**src/rtl/sync_transmitter.sv**
```systemverilog
// Serial frame transmitter: start, 32 data bits LSB first, even parity, stop bits.
// Optional SYNC_TX_ERR_INJECT_EN adds Inject_Err to invert one frame's parity.
module sync_transmitter #(
  parameter int DATA_WIDTH = 32,
  parameter int STOP_BITS  = 2
) (
  input  logic                  CLK,
  input  logic                  CLR,
  input  logic                  CLK_Baud,
  input  logic [DATA_WIDTH-1:0] Data,
  input  logic                  Send,
`ifdef SYNC_TX_ERR_INJECT_EN
  input  logic                  Inject_Err,
`endif
  output logic                  Serial_output,
  output logic                  Busy,
  output logic                  Done
);

  localparam logic [2:0] IDLE   = 3'd0;
  localparam logic [2:0] ARM    = 3'd1;
  localparam logic [2:0] START  = 3'd2;
  localparam logic [2:0] DATA   = 3'd3;
  localparam logic [2:0] PARITY = 3'd4;
  localparam logic [2:0] STOP   = 3'd5;

  localparam logic [5:0] CNT_DATA = 6'(DATA_WIDTH);
  localparam logic [5:0] CNT_STOP = 6'(STOP_BITS);

  logic [2:0]            state;
  logic [5:0]            cnt;
  logic [DATA_WIDTH-1:0] shift_reg;
  logic                  par;
  logic                  par_in;
  logic                  baud_o;
  logic                  fall;

  assign fall = baud_o & ~CLK_Baud;

`ifdef SYNC_TX_ERR_INJECT_EN
  assign par_in = (^Data) ^ Inject_Err;
`else
  assign par_in = ^Data;
`endif

  always_ff @(posedge CLK) begin
    if (CLR) begin
      state         <= IDLE;
      cnt           <= '0;
      shift_reg     <= '0;
      par           <= 1'b0;
      baud_o        <= 1'b0;
      Serial_output <= 1'b1;
      Busy          <= 1'b0;
      Done          <= 1'b0;
    end else begin
      baud_o <= CLK_Baud;
      Done   <= 1'b0;
      unique case (state)
        IDLE: begin
          Serial_output <= 1'b1;
          if (Send) begin
            shift_reg <= Data;
            par       <= par_in;
            Busy      <= 1'b1;
            state     <= ARM;
          end
        end
        ARM: begin
          if (fall) begin
            Serial_output <= 1'b0;
            state         <= START;
          end
        end
        START: begin
          if (fall) begin
            Serial_output <= shift_reg[0];
            shift_reg     <= shift_reg >> 1;
            cnt           <= 6'd1;
            state         <= DATA;
          end
        end
        DATA: begin
          if (fall) begin
            if (cnt < CNT_DATA) begin
              Serial_output <= shift_reg[0];
              shift_reg     <= shift_reg >> 1;
              cnt           <= cnt + 6'd1;
            end else begin
              Serial_output <= par;
              state         <= PARITY;
            end
          end
        end
        PARITY: begin
          if (fall) begin
            Serial_output <= 1'b1;
            cnt           <= 6'd1;
            state         <= STOP;
          end
        end
        STOP: begin
          if (fall) begin
            if (cnt < CNT_STOP) begin
              cnt <= cnt + 6'd1;
            end else begin
              Busy  <= 1'b0;
              Done  <= 1'b1;
              state <= IDLE;
            end
          end
        end
        default: begin
          Serial_output <= 1'b1;
          Busy          <= 1'b0;
          state         <= IDLE;
        end
      endcase
    end
  end

endmodule

```
**config.mk**
```make
export PLATFORM = sky130hd
export DESIGN_NAME = sync_transmitter
export DESIGN_NICKNAME = d
export VERILOG_FILES = /design/src/rtl/sync_transmitter.sv
export SDC_FILE = /design/constraint.sdc
export NUM_CORES = 1
export LEC_CHECK = 0
export BUFFER_PORTS_ARGS = -buffer_cell sky130_fd_sc_hd__buf_2
export CAP_MARGIN = 20
export CORE_UTILIZATION = 50
export DETAILED_ROUTE_END_ITERATION = 12
export GPL_TIMING_DRIVEN = 0
export PLACE_DENSITY = 0.75
export REMOVE_ABC_BUFFERS = 1
export SETUP_SLACK_MARGIN = 0.3
export SLEW_MARGIN = 15
export SYNTH_ARGS = -nofsm -noshare
export SYNTH_HDL_FRONTEND = slang
export SYNTH_SLANG_ARGS = --single-unit
```
**constraint.sdc**
```tcl
create_clock -name CLK -period 1.87 [get_ports CLK]
set_clock_uncertainty 0.05 [all_clocks]
set_input_delay 0.374 -clock CLK [delete_from_list [all_inputs] [get_ports CLK]]
set_output_delay 0.374 -clock CLK [all_outputs]
set_load 0.01 [all_outputs]
```
-- Word level (Yosys, flattened, before mapping)
Index checks and enable logic that the tools add are counted.
- add/subtract/negate cells: 1
- magnitude comparators: 2
- equality and inequality tests: 16
- muxes and demuxes: 31
- bitwise gates (word level): 5
- reduce and logical (&&, ||, !) cells: 13
- operator list (kind ; number):
    $mux 32 ; 4
    $pmux 32 s3 ; 1
    $reduce_xor 32->1 ; 1
    $mux 6 ; 5
    $mux 3 ; 8
    $ne 2x2->1 const B ; 10
    $pmux 3 s6 ; 1
    $pmux 6 s3 ; 1
    $reduce_and 5->1 ; 2
    $mux 1 ; 9
    $reduce_and 8->1 ; 1
    $add 6x1->6 const B ; 1
    $eq 3x2->1 const B ; 2
    $eq 3x3->1 const B ; 2
    $lt 6x2->1 const B ; 1
    $lt 6x6->1 const B ; 1
    $reduce_and 6->1 ; 1
    $reduce_bool 3->1 ; 2
    $pmux 1 s5 ; 1
    $not 1->1 ; 4
    $reduce_and 4->1 ; 1
    $reduce_or 4->1 ; 1
    $eq 3x1->1 const B ; 1
    $logic_not 3->1 ; 1
    other kinds (6) ; 6
- register bits after elaboration: 46
- bits of input ports: 36
- word-level logic and storage cells: 76

-- Logic depth before layout (Yosys ltp)
- word-level depth: 4
- mapped depth: 7
- mapped depth without buffers: 6

-- Worst setup path after synthesis
OpenSTA, ideal clock, no wires.
- kind: flip-flop to flip-flop
- start point: register cnt[3]
- end point: register cnt[3]
- library setup time: 0.116 ns
- data arrival time: 1.582 ns
- slack: 0.122 ns
- stages on the path, launching flop included: 7
- path through: dfxtp_1 -> or4_1 -> a21o_1 -> a21oi_4 -> nand4_1 -> xor2_1 -> nor2_1
- word-level cells in the longest chain between the ends: 4
- elaborated cells on any way between the ends: 11
- classes of those cells: add/sub: 1; order compare: 2; eq/ne: 2; mux: 5; reduce/logical: 1
- RTL lines (what ; RTL line ; text):
    start: declaration ; 31 ; logic [5:0] cnt;
    start signal: assignment ; 88 ; cnt <= cnt + 6'd1;
    start signal: assignment ; 105 ; cnt <= cnt + 6'd1;
    $add 6x1->6 ; 88, 105 ;
    $mux 6 (on tied branches) ; 104, 85 ;
    $mux 6 (on tied branches) ; 103, 84 ;
    $pmux 6 s3 ; 59 ; unique case (state)
Parallel ways exist; a longest one is shown, timed or not. The select of a mux whose other input is x is not followed.
A chain may end at the register's enable or synchronous reset.

-- Final worst setup path
Ends and elaborated chain as after synthesis.

==> results by group <==
Floorplanning
  – Core Region: between 0.004 and 0.005 mm2
  – Initial Util: a little over half
  – Die area: ~0.005 mm2
  – IO Pins: 39
  – Core Rows: 24
  – Die X: between 70 and 80 um
  – Die Y: approximately 71 um

Setup path
  – CP Launch Type: register
  – R2r startpoint: cnt[3]$_SDFFE_PP0P_
  – WP data arrival: around 1.9 ns
  – Flop-to-flop setup slack: ~0.076 ns
  – Crit-path cells: or4_4 > a21o_1 > a21oi_4 > nand4_1 > xor2_1 > nor2_1
  – CP Data Required Time: slightly above 2 ns
  – Worst setup path endpoint: cnt[3]$_SDFFE_PP0P_
  – Beginning of the critical path: cnt[3]$_SDFFE_PP0P_
  – R2R depth: 6
  – CP Capture Type: register
  – Worst stage delay on the critical path: between 0.5 and 0.6 ns
  – Crit Path Category: reg2reg
  – CP max stage cell: or4_4
  – CP Max Fanout: 4
  – R2r endpoint: cnt[3]$_SDFFE_PP0P_

Placed design
  – GPL Wtd Cong: roughly 0.8
  – Placed inst area: approximately 0.0026 mm2
  – Dpl hpwl: between 3000 and 4000 um
  – I/O Buffers: 38

Clock network
  – Reg clk slew, reported paths: approximately 0.080 ns
  – CTS tree: done
  – H-tree levels: 2
  – Clk buf depth: 2
  – CTS buffer count: 5
  – Clock sinks: between 40 and 50
  – Worst-Skew Late Latency: approximately 0.30 ns
  – Clock Tree Root: clkbuf_8
  – CTS hold repair buffers: 0

Yosys
  – Netlist cell types: 35
  – #FFs+latches synth: 46
  – Syn. warnings: 0
  – Mapped Area: 0.00237 mm2
  – Avg Synthesized Cell Area: a little over 9 um2
  – Post-Synthesis Cells: 257
  – Register area share after synthesis: about 39%

GRT
  – Tot GR Track Use: around a fifth
  – Number of global-route vias before repair: roughly 1800
  – Largest net degree at the start of global routing: 43
  – Initial antenna violation count: 0
  – First-pass GRT wire length: ~8200 um
  – Gr ovfl total: 0

Power and ir drop
  – Power, Total: 2230 uW
  – Power Dens Cells: ~750 mW/mm2
  – VDD IR max: 0.000611 V
  – Static Leak: approximately 0.0014 uW

Status
  – Outcome: finished clean

STA
  – Pins Over Slew Limit: 0
  – RSZ-0062 raised after global routing: true
  – Setup Viol. Count Final: 0
  – Post-layout min period: about 1.8 ns
  – Worst Tran Pin Value: 0.796 ns
  – Max Fclk: 557 MHz
  – Final Hold Fails: 0
  – Slew Limit Headroom: between 40% and 50%
  – Period utilization: approximately 96%

Detailed routing
  – DRC viols: 0
  – Detail Route Antenna Nets: 0
  – Average wire per standard cell: 14.5 um
  – Routed WL: 5200 um
  – Iteration count of the initial detailed-routing pass: 4
  – Vias: around 2000
  – DRT iter0 DRCs: between 70 and 80
  – Vias per inst: between 5 and 6

Finish
  – Cell area after layout: between 0.002 and 0.003 mm2
  – P&R area growth vs syn: 25.5%
  – Layout fillers: between 300 and 400
  – Max reg flops: 32
  – Number of diodes: 0
  – Share of layout cells above drive strength 1: between 20% and 30%
  – Nets: 343

Worst hold path
  – Worst min-delay path class: in2reg
  – Hold path cells: 2

Flow run
  – Maxcap violations: 0
[timing repair]
item,4_1_cts,5_1_grt
gates cloned,1,1
endpoints found under the setup margin,42,41
gates resized for setup,16,11
buffers inserted,9,9
pin swaps,8,6
[metal layers]
metal,routed length (um),part of all wire [%],up-vias,global-route usage [%]
met5,0,0,-,0
met3,208,4.0,5,6.70
li1,-,-,1001,-
met2,2490,48,31,33.5
met4,52,1.0,0,6.00
met1,2450,47,930,26.2
[cell usage after synthesis, drive strengths merged]
master    n  area [um2]
a2111oi   1        8.76
a211o     1        8.76
a211oi   32         240
a21o      2        15.0
a21oi     8        55.1
a221oi    1        8.76
a31oi     1        6.26
and3b     1        10.0
buf      10        65.1
clkbuf    9        33.8
dfxtp    46         921
ha        1        12.5
inv       2        7.51
mux2i    34         340
nand2     5        18.8
nand2b    3        18.8
nand3     2        10.0
nand4     2        12.5
nor2     44         165
nor2b     5        31.3
nor3      4        20.0
nor4      1        6.26
o211ai    3        22.5
o21ai     1        5.00
o21ba     1        10.0
o21bai    1        7.51
or3       1        6.26
or4       1        7.51
xnor2    27         236
xor2      7        61.3
[worst max-delay path, delay by kind of cell, from the launching register on]
family / cells / cell delay [ns]
AOI/OAI and AO/OA: 2 / 0.39
xor gates and xnor gates: 1 / 0.19
DFF: 1 / 0.33
and+or+nand+nor: 3 / 0.73
[kinds of logic (layout without fill, tap and decap cells)]
kind of cell             Yosys count  in the layout  synth area share [%]
XOR/XNOR                          34             34                  12.6
adder cells (fa/ha/maj)            1              1                 0.527
flip-flops                        46             46                  38.8
AND/OR/NAND/NOR                   69             69                  12.9
multiplexers                      34             34                  14.3
AO/OA/AOI/OAI                     52             52                  16.4
buffers and inverters             21             70                  4.48
[worst min path at each step]
stage                                    start                    endpoint  slack (ns)
CTS                                   CLK_Baud           baud_o$_SDFF_PP0_        0.29
global route                          CLK_Baud           baud_o$_SDFF_PP0_        0.30
finish                                CLK_Baud           baud_o$_SDFF_PP0_        0.30
floorplan                                  CLR       state[0]$_SDFFE_PP0P_        0.39
detailed placement  shift_reg[28]$_SDFFE_PP0P_  shift_reg[28]$_SDFFE_PP0P_        0.44
global placement    shift_reg[20]$_SDFFE_PP0P_  shift_reg[20]$_SDFFE_PP0P_        0.44
[power by group]
group	switching, uW	internal, uW
registers	42.6	1050
logic	257	293
clock network	335	251
total	634	1590
[placed cells by master (no fill, tap or decap), drive strengths merged, types with 2 or more instances in the layout]
| cell type | n |
|---|---|
| a211oi | 32 |
| nor2b | 5 |
| inv | 2 |
| xor2 | 7 |
| nand2b | 3 |
| nand4 | 2 |
| o211ai | 3 |
| mux2i | 34 |
| nand3 | 2 |
| nor3 | 4 |
| a21o | 2 |
| dfxtp | 46 |
| clkinv | 2 |
| clkbuf | 8 |
| nor2 | 44 |
| xnor2 | 27 |
| nand2 | 5 |
| a21oi | 8 |
| buf | 57 |
[layout make-up]
type | instances | area [um2] | share of cell area, %
inverter | 2 | 7.51 | 0.252
timing repair buffer | 61 | 468 | 15.7
clock inverter | 2 | 10.0 | 0.336
multi-input combinational | 190 | 1420 | 47.7
clock buffer | 5 | 68.8 | 2.31
sequential | 46 | 937 | 31.5
tap | 52 | 65.1 | 2.19
[per-stage QoR]
| step | setup TNS, ns | util [%] | setup slack [ns] | hold WS (ns) | instances |
|---|---|---|---|---|---|
| 5_1_grt | 0 | 67.0 | 0.0241 | 0.298 | 358 |
| 2_1_floorplan | -27.18 | - | -0.816 | 0.393 | 238 |
| 6_report | 0 | 67.0 | 0.0758 | 0.300 | 358 |
| 3_3_place_gp | -54.38 | 56.9 | -1.60 | 0.436 | 328 |
| 4_1_cts | 0 | 64.0 | 0.126 | 0.293 | 348 |
| 3_5_place_dp | -14.70 | 59.0 | -0.606 | 0.444 | 331 |
No activity file was read; power rests on OpenSTA's default activity.
